--- src/rtl/uart_fifo_ctrl_if.sv ---
`default_nettype none
// ============================================================================
// Module      : uart_fifo_ctrl_if
// Description : Host-side byte interface of uart_fifo_ctrl. Carries the TX
//               write handshake and the RX read handshake.
// Revision    : 1.0 - initial release
// ============================================================================
interface uart_fifo_ctrl_if;
  logic       wr_valid;
  logic [7:0] wr_data;
  logic       wr_ready;
  logic       rd_valid;
  logic [7:0] rd_data;
  logic       rd_ready;

  // Host / CPU side
  modport master (
    output wr_valid, wr_data, rd_ready,
    input  wr_ready, rd_valid, rd_data
  );

  // FIFO controller side
  modport slave (
    input  wr_valid, wr_data, rd_ready,
    output wr_ready, rd_valid, rd_data
  );
endinterface
`default_nettype wire

--- src/rtl/uart_fifo_ctrl.sv ---
`default_nettype none
// ============================================================================
// Module      : uart_fifo_ctrl
// Description : Sequencer between the host byte interface and the serial UART
//               core. TX FIFO with frame-at-a-time launch, RX FIFO capture
//               with overrun mirror, break and sticky error status.
//               Optional macro UART_FIFO_CTRL_RTS_EN adds rts_n / cts_n flow
//               control.
// Revision    : 1.0 - initial release
// ============================================================================
module uart_fifo_ctrl #(
  parameter int TX_DEPTH   = 16,
  parameter int RX_DEPTH   = 16,
  parameter int RTS_MARGIN = 4
) (
  input  wire                       clk,
  input  wire                       reset,
  uart_fifo_ctrl_if.slave           host,
  input  wire                       brk_req,
  input  wire                       clr_status,
  output logic [$clog2(TX_DEPTH):0] tx_level,
  output logic [$clog2(RX_DEPTH):0] rx_level,
  output logic                      rx_ovf,
  output logic                      frame_err,
  output logic                      tx_busy,
  output logic                      u_tdata,
  output logic [15:0]               u_wdata,
  input  wire  [15:0]               u_rdata,
  input  wire                       u_txint,
  input  wire                       u_rxint,
  output logic                      u_rbfmirror,
`ifdef UART_FIFO_CTRL_RTS_EN
  output logic                      rts_n,
  input  wire                       cts_n,
`endif
  output logic                      u_uartbrk
);

  localparam int TX_AW = $clog2(TX_DEPTH);
  localparam int TX_LW = TX_AW + 1;
  localparam int RX_AW = $clog2(RX_DEPTH);
  localparam int RX_LW = RX_AW + 1;
  localparam logic [TX_LW-1:0] C_TX_FULL = TX_LW'(TX_DEPTH);
  localparam logic [RX_LW-1:0] C_RX_FULL = RX_LW'(RX_DEPTH);

  localparam logic [1:0] T_IDLE  = 2'd0;
  localparam logic [1:0] T_START = 2'd1;
  localparam logic [1:0] T_RUN   = 2'd2;

  // TX FIFO storage and control
  logic [7:0]       tx_mem_q [TX_DEPTH];
  logic [TX_AW-1:0] tx_wr_q, tx_rd_q;
  logic [TX_LW-1:0] tx_level_q, tx_level_d;
  logic             w_tx_push, w_tx_pop;

  // RX FIFO storage and control
  logic [7:0]       rx_mem_q [RX_DEPTH];
  logic [RX_AW-1:0] rx_wr_q, rx_rd_q;
  logic [RX_LW-1:0] rx_level_q, rx_level_d;
  logic             w_rx_full, w_rx_push, w_rx_pop;

  // TX sequencer
  logic [1:0]       state_q, state_d;
  logic [2:0]       wd_q, wd_d;
  logic             w_can_launch, w_launch;
  logic             w_tbe, w_cts_ok;

  // Output and status registers
  logic             u_tdata_q;
  logic [15:0]      u_wdata_q;
  logic             rbfmirror_q, uartbrk_q;
  logic             rx_ovf_q, rx_ovf_d, frame_err_q, frame_err_d;

  // Status bits of u_rdata that this block does not consume
  logic             w_unused_rdata;
  assign w_unused_rdata = ^{u_rdata[15:14], u_rdata[12:10], u_rdata[8]};

  assign w_tbe = u_rdata[13];

`ifdef UART_FIFO_CTRL_RTS_EN
  logic             rts_n_q;
  logic [RX_LW-1:0] w_rx_free;
  assign w_rx_free = C_RX_FULL - rx_level_q;
  assign w_cts_ok  = ~cts_n;
  assign rts_n     = rts_n_q;

  // rts_n with hysteresis on the number of free RX entries
  always_ff @(posedge clk) begin
    if (reset) begin
      rts_n_q <= 1'b0;
    end else if (w_rx_free <= RX_LW'(RTS_MARGIN)) begin
      rts_n_q <= 1'b1;
    end else if (w_rx_free >= RX_LW'(2 * RTS_MARGIN)) begin
      rts_n_q <= 1'b0;
    end
  end
`else
  assign w_cts_ok = 1'b1;
`endif

  // ---------------------------------------------------------------- TX FIFO
  assign host.wr_ready = (tx_level_q != C_TX_FULL);
  assign w_tx_push     = host.wr_valid & host.wr_ready;
  assign w_tx_pop      = w_launch;
  assign tx_level_d    = tx_level_q + TX_LW'(w_tx_push) - TX_LW'(w_tx_pop);

  // TX FIFO storage write; contents need no reset since the level gates reads
  always_ff @(posedge clk) begin
    if (w_tx_push) tx_mem_q[tx_wr_q] <= host.wr_data;
  end

  // TX FIFO pointers and occupancy; pointers wrap naturally (power-of-two depth)
  always_ff @(posedge clk) begin
    if (reset) begin
      tx_wr_q    <= '0;
      tx_rd_q    <= '0;
      tx_level_q <= '0;
    end else begin
      if (w_tx_push) tx_wr_q <= tx_wr_q + 1'b1;
      if (w_tx_pop)  tx_rd_q <= tx_rd_q + 1'b1;
      tx_level_q <= tx_level_d;
    end
  end

  // ---------------------------------------------------------- TX sequencer
  assign w_can_launch = (tx_level_q != '0) & w_tbe & ~brk_req & w_cts_ok;

  // Sequencer state register with start watchdog counter
  always_ff @(posedge clk) begin
    if (reset) begin
      state_q <= T_IDLE;
      wd_q    <= '0;
    end else begin
      state_q <= state_d;
      wd_q    <= wd_d;
    end
  end

  // Next state: launch, wait for the start pulse (or watchdog), wait for TBE
  always_comb begin
    state_d = state_q;
    wd_d    = wd_q;
    case (state_q)
      T_IDLE: begin
        if (w_can_launch) begin
          state_d = T_START;
          wd_d    = '0;
        end
      end
      T_START: begin
        if (u_txint || (wd_q == 3'd7)) state_d = T_RUN;
        else                           wd_d    = wd_q + 3'd1;
      end
      T_RUN: begin
        if (w_tbe) state_d = T_IDLE;
      end
      default: state_d = T_IDLE;
    endcase
  end

  // Sequencer outputs: a launch pops the FIFO and strobes the UART once
  always_comb begin
    w_launch = 1'b0;
    if (state_q == T_IDLE) w_launch = w_can_launch;
  end

  // Registered UART load strobe and data word (8 data bits + stop bit)
  always_ff @(posedge clk) begin
    if (reset) begin
      u_tdata_q <= 1'b0;
      u_wdata_q <= 16'h0000;
    end else begin
      u_tdata_q <= w_launch;
      if (w_launch) u_wdata_q <= {7'b0, 1'b1, tx_mem_q[tx_rd_q]};
    end
  end

  // ---------------------------------------------------------------- RX FIFO
  assign w_rx_full     = (rx_level_q == C_RX_FULL);
  assign w_rx_push     = u_rxint & ~w_rx_full;
  assign host.rd_valid = (rx_level_q != '0);
  assign host.rd_data  = rx_mem_q[rx_rd_q];
  assign w_rx_pop      = host.rd_valid & host.rd_ready;
  assign rx_level_d    = rx_level_q + RX_LW'(w_rx_push) - RX_LW'(w_rx_pop);

  // RX FIFO storage write
  always_ff @(posedge clk) begin
    if (w_rx_push) rx_mem_q[rx_wr_q] <= u_rdata[7:0];
  end

  // RX FIFO pointers, occupancy and full mirror aligned with rx_level
  always_ff @(posedge clk) begin
    if (reset) begin
      rx_wr_q     <= '0;
      rx_rd_q     <= '0;
      rx_level_q  <= '0;
      rbfmirror_q <= 1'b0;
    end else begin
      if (w_rx_push) rx_wr_q <= rx_wr_q + 1'b1;
      if (w_rx_pop)  rx_rd_q <= rx_rd_q + 1'b1;
      rx_level_q  <= rx_level_d;
      rbfmirror_q <= (rx_level_d == C_RX_FULL);
    end
  end

  // Sticky flags: a set event outranks a same-cycle clear
  always_comb begin
    rx_ovf_d    = (rx_ovf_q & ~clr_status) | (u_rxint & w_rx_full);
    frame_err_d = (frame_err_q & ~clr_status) | (w_rx_push & ~u_rdata[9]);
  end

  // Status and break registers
  always_ff @(posedge clk) begin
    if (reset) begin
      rx_ovf_q    <= 1'b0;
      frame_err_q <= 1'b0;
      uartbrk_q   <= 1'b0;
    end else begin
      rx_ovf_q    <= rx_ovf_d;
      frame_err_q <= frame_err_d;
      uartbrk_q   <= brk_req;
    end
  end

  assign tx_level    = tx_level_q;
  assign rx_level    = rx_level_q;
  assign rx_ovf      = rx_ovf_q;
  assign frame_err   = frame_err_q;
  assign tx_busy     = (tx_level_q != '0) | (state_q != T_IDLE);
  assign u_tdata     = u_tdata_q;
  assign u_wdata     = u_wdata_q;
  assign u_rbfmirror = rbfmirror_q;
  assign u_uartbrk   = uartbrk_q;

endmodule
`default_nettype wire

--- src/flat_wrapper.sv ---
// flat-port wrapper written by rule: the top's interface ports become plain ports
module uart_fifo_ctrl_flat 
#(
  parameter int TX_DEPTH   = 16,
  parameter int RX_DEPTH   = 16,
  parameter int RTS_MARGIN = 4
)
  (clk, reset, brk_req, clr_status, tx_level, rx_level, rx_ovf, frame_err, tx_busy, u_tdata, u_wdata, u_rdata, u_txint, u_rxint, u_rbfmirror, u_uartbrk, host_wr_valid, host_wr_data, host_rd_ready, host_wr_ready, host_rd_valid, host_rd_data);
  uart_fifo_ctrl_if host_i ();
  input  wire clk;
  input  wire reset;
  input  wire brk_req;
  input  wire clr_status;
  output logic [$clog2(TX_DEPTH):0] tx_level;
  output logic [$clog2(RX_DEPTH):0] rx_level;
  output logic rx_ovf;
  output logic frame_err;
  output logic tx_busy;
  output logic u_tdata;
  output logic [15:0] u_wdata;
  input  wire  [15:0] u_rdata;
  input  wire u_txint;
  input  wire u_rxint;
  output logic u_rbfmirror;
  output logic u_uartbrk;
  input wire logic [$bits(host_i.wr_valid)-1:0] host_wr_valid;
  input wire logic [$bits(host_i.wr_data)-1:0] host_wr_data;
  input wire logic [$bits(host_i.rd_ready)-1:0] host_rd_ready;
  output wire logic [$bits(host_i.wr_ready)-1:0] host_wr_ready;
  output wire logic [$bits(host_i.rd_valid)-1:0] host_rd_valid;
  output wire logic [$bits(host_i.rd_data)-1:0] host_rd_data;
  assign host_i.wr_valid = host_wr_valid;
  assign host_i.wr_data = host_wr_data;
  assign host_i.rd_ready = host_rd_ready;
  assign host_wr_ready = host_i.wr_ready;
  assign host_rd_valid = host_i.rd_valid;
  assign host_rd_data = host_i.rd_data;
  uart_fifo_ctrl #(.TX_DEPTH(TX_DEPTH), .RX_DEPTH(RX_DEPTH), .RTS_MARGIN(RTS_MARGIN)) u_core (.clk(clk), .reset(reset), .host(host_i), .brk_req(brk_req), .clr_status(clr_status), .tx_level(tx_level), .rx_level(rx_level), .rx_ovf(rx_ovf), .frame_err(frame_err), .tx_busy(tx_busy), .u_tdata(u_tdata), .u_wdata(u_wdata), .u_rdata(u_rdata), .u_txint(u_txint), .u_rxint(u_rxint), .u_rbfmirror(u_rbfmirror), .u_uartbrk(u_uartbrk));
endmodule
--- config.mk ---
export PLATFORM = sky130hd
export DESIGN_NAME = uart_fifo_ctrl_flat
export DESIGN_NICKNAME = d
export VERILOG_FILES = /design/src/rtl/uart_fifo_ctrl_if.sv /design/src/rtl/uart_fifo_ctrl.sv /design/src/flat_wrapper.sv
export SDC_FILE = /design/constraint.sdc
export NUM_CORES = 1
export LEC_CHECK = 0
export CAP_MARGIN = 20
export CELL_PAD_IN_SITES_DETAIL_PLACEMENT = 1
export CELL_PAD_IN_SITES_GLOBAL_PLACEMENT = 1
export CORE_ASPECT_RATIO = 0.5
export CORE_UTILIZATION = 51
export DETAILED_ROUTE_END_ITERATION = 10
export GPL_TIMING_DRIVEN = 0
export PLACE_DENSITY_LB_ADDON = 0.3
export SYNTH_ARGS = -nofsm -noshare
export SYNTH_HDL_FRONTEND = slang
export SYNTH_SLANG_ARGS = --single-unit
export TNS_END_PERCENT = 5
--- constraint.sdc ---
create_clock -name clk -period 3.3 [get_ports clk]
set_clock_uncertainty 0.05 [all_clocks]
set_input_delay 0.99 -clock clk [delete_from_list [all_inputs] [get_ports clk]]
set_output_delay 0.99 -clock clk [all_outputs]
set_load 0.02 [all_outputs]
==> flow_summary.toml, run 1 <==
[finish]
drive_above_1_share_pct = 19.5
n_antenna_cell = 0
mostFrequentLayoutCell = "edfxtp_1"
nNetsFinal = 819
layout_common_cells = "edfxtp_1 (256), mux4_2 (67), nor2_1 (54), clkdlybuf4s50_1 (50), dfxtp_1 (48)"
final_area_mm2 = 0.0141
areaGrowthSynthToFinish_pct = 15.4

[route]
wirelength_um = 27400
ant_nets = 0
drt_iter0_markers = 446
drc = 4
viasPerCell = 5.72
drt-pass1-iter-count = 8
vias = 6213
wire_per_inst_um = 25.2

[timing]
slew_headroom_pct = 25.9
finalMaxSlewViolations = 0
fin_crit_sh_pct = 104
rsz0062_at_grt = "yes"
final.min_clock_period_ns = 3.44
fmax_mhz = 290
setup_viol = 8
fin_ws_ns = -0.144
tightest_slew_ns = 1.11
finalHoldViolations = 0

[logic_synthesis]
yosysTopAreaCell = "edfxtp_1"
yosysSeqAreaShare_pct = 71.0
synth-seq-cells = 305
ys_warn_count = 0
syn_avg_cell_area_um2 = 18.5
ys_async_sr_fraction_pct = 0
synth_cells = 660
syn-cell-area_mm2 = 0.0122
synth-edff-count = 256
synth.area.top_cells = "edfxtp_1 (63%), mux4_2 (8.8%), dfxtp_1 (8.0%)"
ys_types = 42
synth_ff_type = "edfxtp_1"
synth_top_area_share_pct = 62.9

[global_routing]
antenna_found_initial = 0
grt_pass1_vias = 6780
grt_pass1_wl_um = 41200
grt_max_degree = 17
globalRouteOverflowTotal = 0
globalRouteTotalUtil_pct = 22.6

[setup_path]
cp-end-kind = "primary output"
cp_top_family = "multiplexers"
cp_num_buf_inv = 3
critPathArrivalTime_ns = 2.40
start_kind = "register"
worst_path_max_delay_cell = "mux4_1"
crit_type = "reg2out"
cp_common_cell = "buf_12"
slowest_delay_ns = 0.57
cp_cell_sequence = "buf_12 -> buf_12 -> mux4_1 -> mux4_2 -> buf_6"
crit_fanout = 7
required_ns = 2.26

[pwr]
p_seq_share_pct = 46.2
power_density_mw_per_mm2 = 695
leakage_uw = 0.00460
switching_share_pct = 27.1
combPwrFrac_pct = 24.2
p_clk_share_pct = 29.6
total_power_uw = 9800
p_sw_uw = 2660
vdd_drop_max_mv = 0.351
internal_power_uw = 7140

[placement]
post_dp_cell_area_mm2 = 0.0133
dp_worst_setup_slack_ns = -0.541
post-dp-hpwl_um = 18000
place_congestion = 0.733
portBuffers = 60

[clocking]
clk_path_buf_depth = 3
htreeDepth = 1
clkSinkCount = 305
numCtsBuffers = 26
clock-root-buffer = "clkbuf_16"
holdBufCountCts = 0
path_clk_slew_ns = 0.07
clkLatencyLatePin_ns = 0.53
tritoncts = "yes"

[min_path]
hp-class = "reg2reg"

[outcome]
status = "finished, violations left"
violations = "design-rule violations, negative setup slack"

[floorplan]
start_util_pct = 52.8
core-area_mm2 = 0.0231
io_pins = 74
fp.dieH_um = 111
die_x_um = 221
dieArea_mm2 = 0.0246
core.rowCount = 39

[job]
cap_viol_max_count = 0
[Yosys cell counts (3+ instances only)]
library cell and n:
edfxtp_1 256, nor2_1 54, dfxtp_1 49, mux4_2 48
ha_1 24, mux4_1 24, inv_1 20, a21oi_1 17
mux2i_1 17, nand2_1 16, clkbuf_1 13, nand3_1 12
buf_4 9, nand3b_1 9, xnor2_1 9, xor2_1 9
buf_1 8, nor3_1 8, o221ai_1 8, buf_2 6
nand2b_1 5, nor2b_1 5, or3_1 4, and3_1 3
o21ai_0 3
[flip-flops by register name (all words and copies together) (netlist names), named ones only]
signal and flops:
u_core.rx_mem_q 128, u_core.tx_level 5, u_core.u_uartbrk 1, u_core.tx_mem_q 128, u_core.state_q 2, u_core.rx_wr_q 4, u_core.u_rbfmirror 1, u_core.tx_wr_q 4
u_core.rx_level 5, u_core.u_tdata 1, u_core.u_wdata 9, u_core.rx_rd_q 4, u_core.wd_q 3, u_core.tx_rd_q 4, u_core.rx_ovf 1, u_core.frame_err 1
[tightest hold or removal path: cells and delay by family, from the launching register on]
kind	cells	cell delay, ns
AO/OA/AOI/OAI	1	0.06
flip-flops	1	0.31
AND/OR/NAND/NOR	1	0.05
[routing by layer]
metal	share of wire (%)	up-vias	wire length [µm]	GRT usage, %
li1	-	2779	-	-
met1	42	3259	11600	29.5
met2	52	152	14300	41.0
met3	4.1	23	1110	3.35
met4	1.3	0	342	4.01
met5	0	-	0	0
[metrics by stage]
| stage | std cells | hold slack (ns) | setup TNS (ns) | util [%] |
|---|---|---|---|---|
| after global routing | 1087 | 0.455 | -1.36 | 60.9 |
| after floorplan | 666 | 0.402 | 0 | - |
| after global placement | 1033 | 0.399 | -27.01 | 57.2 |
| after detailed placement | 1036 | 0.413 | -19.26 | 57.3 |
| final | 1087 | 0.423 | -0.911 | 60.9 |
| after CTS | 1086 | 0.422 | -1.15 | 60.9 |
[power by group through the flow]
stage	combinational (µW)	sequential, µW	clock [µW]
3_3_place_gp	2130	4590	0
4_1_cts	2320	4520	2950
3_5_place_dp	2230	4600	0
5_1_grt	2550	4550	3080
6_report	2370	4530	2900
2_1_floorplan	1360	4650	0
[cell type report]
class                           instances  area, µm²
Timing Repair Buffer                   67        678
Buffer                                 40        269
Sequential cell                       305       8670
Inverter                               21       78.8
Multi-Input combinational cell        300       3230
Tap cell                              307        384
Clock inverter                          6       53.8
Clock buffer                           41        728
Fill cell                            2020       9030
[kinds of logic (layout without fill, tap and decap cells)]
group	Yosys count	after routing	synth area share (%)
AO/OA/AOI/OAI	32	32	1.64
AND/OR/NAND/NOR	128	128	5.30
flip-flops	305	305	71.0
XOR/XNOR	18	18	1.29
adder cells (fa/ha/maj)	26	26	2.79
other	1	7	0.0307
multiplexers	89	89	15.4
buffers and inverters	61	175	2.59
[worst paths after layout]
path	from	end	slack [ns]	cells past startpoint
min	u_core.rx_ovf	u_core.rx_ovf	0.42	2
min reg2reg	u_core.rx_ovf	u_core.rx_ovf	0.42	2
max reg2reg	u_core.tx_level[2]	u_core.tx_level[4]	0.15	13
max	register	host_rd_data[5]	-0.14	5
[repair_timing]
item / 4_1_cts / 5_1_grt
setup endpoints to repair: 12 / 11
setup buffers: 2 / 0
resized for setup: 64 / 21
gates cloned: 1 / 2
No activity file was read; power rests on OpenSTA's default activity.
==> run 2: changes to the inputs <==
--- a/config.mk
+++ b/config.mk
@@ -15,2 +15,3 @@
 export PLACE_DENSITY_LB_ADDON = 0.3
+export SETUP_SLACK_MARGIN = 0.1
 export SYNTH_ARGS = -nofsm -noshare
--- a/constraint.sdc
+++ b/constraint.sdc
@@ -4,2 +4,2 @@
 set_output_delay 0.99 -clock clk [all_outputs]
-set_load 0.02 [all_outputs]
+set_load 0.1 [all_outputs]
==> flow_summary.toml, run 2 (same netlist as run 1, synthesis figures left out) <==
[min_path]
min_path_cells = 2
hp-class = "reg2reg"

[setup_path]
start_kind = "register"
crit_fanout = 8
r2r_cells = 14
cp_cell_sequence = "buf_12 -> buf_12 -> mux4_1 -> mux4_2 -> buf_8"
cp-end-kind = "primary output"
crit_cells = 5
cp_top_family = "multiplexers"
required_ns = 2.26
cp_common_cell = "buf_12"
slowest_delay_ns = 0.58
critPathArrivalTime_ns = 2.46
worst_path_max_delay_cell = "mux4_1"
crit_type = "reg2out"
cp_num_buf_inv = 3

[route]
drt-pass1-iter-count = 10
ant_nets = 0
drt_iter0_markers = 421
viasPerCell = 5.78
wire_per_inst_um = 25.0
drc = 3
wirelength_um = 27300
vias = 6290

[finish]
final_cells = 1089
mostFrequentLayoutCell = "edfxtp_1"
drive_above_1_share_pct = 22.5
final_area_mm2 = 0.0144
nNetsFinal = 820
areaGrowthSynthToFinish_pct = 18.0
layout_common_cells = "edfxtp_1 (256), mux4_2 (61), nor2_1 (54), clkdlybuf4s50_1 (46), dfxtp_1 (40)"
post-route-util_pct = 62.3
n_antenna_cell = 0

[placement]
dpl.cell_count = 1038
post_dp_cell_area_mm2 = 0.0133
place_congestion = 0.764
post-dp-hpwl_um = 17700
portBuffers = 60

[timing]
fin_ws_ns = -0.199
rsz0062_at_grt = "yes"
finalMaxSlewViolations = 0
setup_viol = 9
fin_crit_sh_pct = 106
tightest_slew_ns = 1.10
slew_headroom_pct = 26.2
hold-worst-slack_ns = 0.417
fmax_mhz = 286
finalHoldViolations = 0
final.min_clock_period_ns = 3.50

[clocking]
tritoncts = "yes"
holdBufCountCts = 0
clk_path_buf_depth = 3
path_clk_slew_ns = 0.07
post_cts_buffers = 0
numCtsBuffers = 26
clkSinkCount = 305
clkLatencyLatePin_ns = 0.54
clock-root-buffer = "clkbuf_16"
htreeDepth = 1

[outcome]
violations = "design-rule violations, negative setup slack"
status = "finished, violations left"

[global_routing]
grt_max_degree = 17
globalRouteOverflowTotal = 0
antenna_found_initial = 0
grt_pass1_vias = 6866
grt_pass1_wl_um = 41300
globalRouteTotalUtil_pct = 22.6

[floorplan]
start_util_pct = 52.8
io_pins = 74
die_x_um = 221
core.rowCount = 39
dieArea_mm2 = 0.0246
core-area_mm2 = 0.0231
fp.dieH_um = 111

[pwr]
leakage_uw = 0.00478
vdd_drop_max_mv = 0.541
power_density_mw_per_mm2 = 781
total_power_uw = 11300

[job]
cap_viol_max_count = 0
-- run 2: cell types whose count changed in the layout (fill, tap and decap cells not counted), sizes merged --
cell	change
dlymetal6s2s	+2
dlygate4sd2	+1
clkdlybuf4s15	+2
buf	-2
clkinv	+4
clkdlybuf4s50	-4
clkbuf	-3
bufinv	+2
-- run 2: routing by layer --
metal	global-route usage, %	part of all wire [%]	vias up
li1	-	-	2782
met1	29.3	42	3273
met2	39.8	50	185
met3	4.14	4.9	50
met4	5.87	2.6	0
met5	0	0	-
-- run 2: area by class of cell --
type / instances / area (µm²)
buffer: 40 / 284
clock buffer: 36 / 769
clock inverter: 12 / 134
fill: 1983 / 8710
inverter: 21 / 83.8
multi-input combinational: 300 / 3310
sequential: 305 / 8690
tap: 307 / 384
timing repair buffer: 68 / 763
-- run 2: final timing paths --
kind                            slack, ns                 end               start
worst min register to register       0.42       u_core.rx_ovf       u_core.rx_ovf
worst max-delay path                -0.20     host_rd_data[7]            register
worst max register to register       0.16  u_core.u_rbfmirror  u_core.rx_level[2]
worst min-delay path                 0.42       u_core.rx_ovf       u_core.rx_ovf
-- run 2: stage by stage --
stage,setup slack [ns],TNS [ns]
floorplan,0.0533,0
global placement,-0.643,-31.54
detailed placement,-0.733,-17.99
CTS,-0.218,-1.77
global route,-0.254,-2.03
finish,-0.199,-1.48
-- run 2: power by group --
group          leakage, µW  total (µW)  switching, µW  internal (µW)
logic              0.00162        3490           2170           1320
clock network     0.000446        3220           1360           1860
registers          0.00272        4550            149           4400
-- run 2: worst register-to-register path: stages (launching register included) --
cell and delay (ns):
dfxtp_4 0.35, inv_1 0.09, ha_2 0.19, or4b_4 0.46, clkbuf_8 0.16, nand2_1 0.11
inv_1 0.07, ha_1 0.27, inv_1 0.04, ha_1 0.22, fa_2 0.36, a21oi_1 0.18
o21bai_1 0.12, xnor2_2 0.16, nor4b_2 0.24
-- run 2: timing repair --
item,CTS,global route
gates cloned,0,3
pin swaps,0,6
gates resized for setup,93,32
endpoints found under the setup margin,14,15
==> run 3: changes to the inputs <==
Settings changed: CORE_MARGIN from default to 1, CORE_UTILIZATION 51 to 55.
Clock period 3.3 ns to 4.2 ns, I/O delays scaled along.
==> flow_summary.toml, run 3 (same netlist as run 1, synthesis figures left out) <==
[outcome]
status = "finished, violations left"
violations = "negative setup slack"

[clocking]
clkSinkCount = 305
clkLatencyLatePin_ns = 0.56
tritoncts = "yes"
post_cts_buffers = 0
clk_path_buf_depth = 3
path_clk_slew_ns = 0.07
clock-root-buffer = "clkbuf_16"
numCtsBuffers = 27
htreeDepth = 1

[route]
viasPerCell = 5.71
routed.top_layer = "met4"
drt-pass1-iter-count = 4
vias = 6180
drc = 0
wirelength_um = 26500
drt_iter0_markers = 546
met1Wirelength_um = 11200
ant_nets = 0
met3_length_um = 1060
dr_wl_met2_um = 13600
wire_per_inst_um = 24.5

[timing]
fmax_mhz = 235
tightest_slew_ns = 1.10
rsz0062_at_grt = "yes"
finalHoldViolations = 0
hold-worst-slack_ns = 0.435
slew_headroom_pct = 26.6
final.min_clock_period_ns = 4.25
fin_crit_sh_pct = 101
setup_viol = 5
fin_ws_ns = -0.0539
finalMaxSlewViolations = 0

[placement]
place_congestion = 0.781
dpl.cell_count = 1032
portBuffers = 60
post-dp-hpwl_um = 17900
post_dp_cell_area_mm2 = 0.0133

[setup_path]
crit_end = "host_rd_data[3]"
required_ns = 2.89
r2r_end = "u_core.u_rbfmirror"
start_kind = "register"
reg2reg_slack_ns = 0.88
rr_startpoint = "u_core.rx_level[2]"
crit_type = "reg2out"
r2r_cells = 14
cp-end-kind = "primary output"
crit_fanout = 10
critPathArrivalTime_ns = 2.94

[floorplan]
core-area_mm2 = 0.0217
start_util_pct = 56.2
core.rowCount = 38
dieArea_mm2 = 0.0228
fp.dieH_um = 107
die_x_um = 213
io_pins = 74

[pwr]
vdd_drop_max_mv = 0.395
switching_share_pct = 32.9
p_sw_uw = 2840
leakage_uw = 0.00472
p_clk_share_pct = 30.9
power_density_mw_per_mm2 = 608
internal_power_uw = 5790
combPwrFrac_pct = 27.9
p_seq_share_pct = 41.2

[finish]
drive_above_1_share_pct = 16.8
register_area_mm2 = 0.00867
mostFrequentLayoutCell = "edfxtp_1"
n_antenna_cell = 0
fill_cells = 1856
multi_input_area_mm2 = 0.00327
areaGrowthSynthToFinish_pct = 16.3
final_area_mm2 = 0.0142
final_cells = 1082
layout_common_cells = "edfxtp_1 (256), nor2_1 (54), clkdlybuf4s50_1 (50), dfxtp_1 (49), mux4_2 (48)"
nNetsFinal = 819

[global_routing]
globalRouteTotalUtil_pct = 24.3
globalRouteOverflowTotal = 0
grt_pass1_wl_um = 39800
antenna_found_initial = 0
grt_pass1_vias = 6581
grt_max_degree = 18

[min_path]
hp-class = "reg2reg"

[job]
cap_viol_max_count = 0
run 3: what timing repair did:
| action | CTS | global route |
|---|---|---|
| resized for setup | 13 | 5 |
| setup endpoints to repair | 10 | 8 |
| hold buffers | 0 | 0 |
run 3: area by class of cell:
class                      instances  share of cell area [%]
sequential                       305                    61.0
multi-input combinational        300                    23.0
clock buffer                      37                    5.45
timing repair buffer              66                    4.32
tap                              300                    2.64
buffer                            40                    1.70
clock inverter                    13                    1.30
inverter                          21                   0.555
run 3: layer usage:
layer  global-route usage, %  vias up
li1                        -     2783
met1                    31.6     3219
met2                    42.9      130
met3                    4.05       48
met4                    5.81        0
met5                       0        -
run 3: power groups by stage:
stage | Combinational (µW) | Clock, µW | Sequential [µW]
final | 2410 | 2670 | 3550
after floorplan | 1440 | 0 | 4010
after global routing | 2550 | 2800 | 3570
after detailed placement | 2460 | 0 | 3620
after global placement | 2370 | 0 | 3610
after CTS | 2440 | 2700 | 3560
run 3: how the worst min path moves through the flow:
stage / from / end / slack [ns] / cells past startpoint
after floorplan: u_core.wd_q[1] / u_core.wd_q[1] / 0.40 / 2
after global placement: u_core.rx_ovf / u_core.rx_ovf / 0.39 / 2
after detailed placement: u_core.rx_ovf / u_core.rx_ovf / 0.43 / 2
after CTS: u_core.rx_ovf / u_core.rx_ovf / 0.44 / 2
after global routing: u_core.wd_q[2] / u_core.wd_q[2] / 0.45 / 2
final: u_core.rx_ovf / u_core.rx_ovf / 0.43 / 2
run 3: metrics by stage:
stage               util (%)  TNS [ns]  total power, µW  setup slack [ns]
floorplan                  -   -0.0390             5450           -0.0390
global placement        60.8   -0.0224             5980           -0.0217
detailed placement      61.0   -0.0906             6080           -0.0351
CTS                     65.4    -0.494             8700           -0.0844
global route            65.4    -0.597             8920            -0.116
finish                  65.4    -0.172             8630           -0.0539
run 3: worst max-delay path, cell delays in order (launching register included):
cell and delay (ns):
dfxtp_1 0.33, buf_6 0.15, buf_8 0.17, mux4_1 0.61, mux4_2 0.50, dlygate4sd2_1 0.61
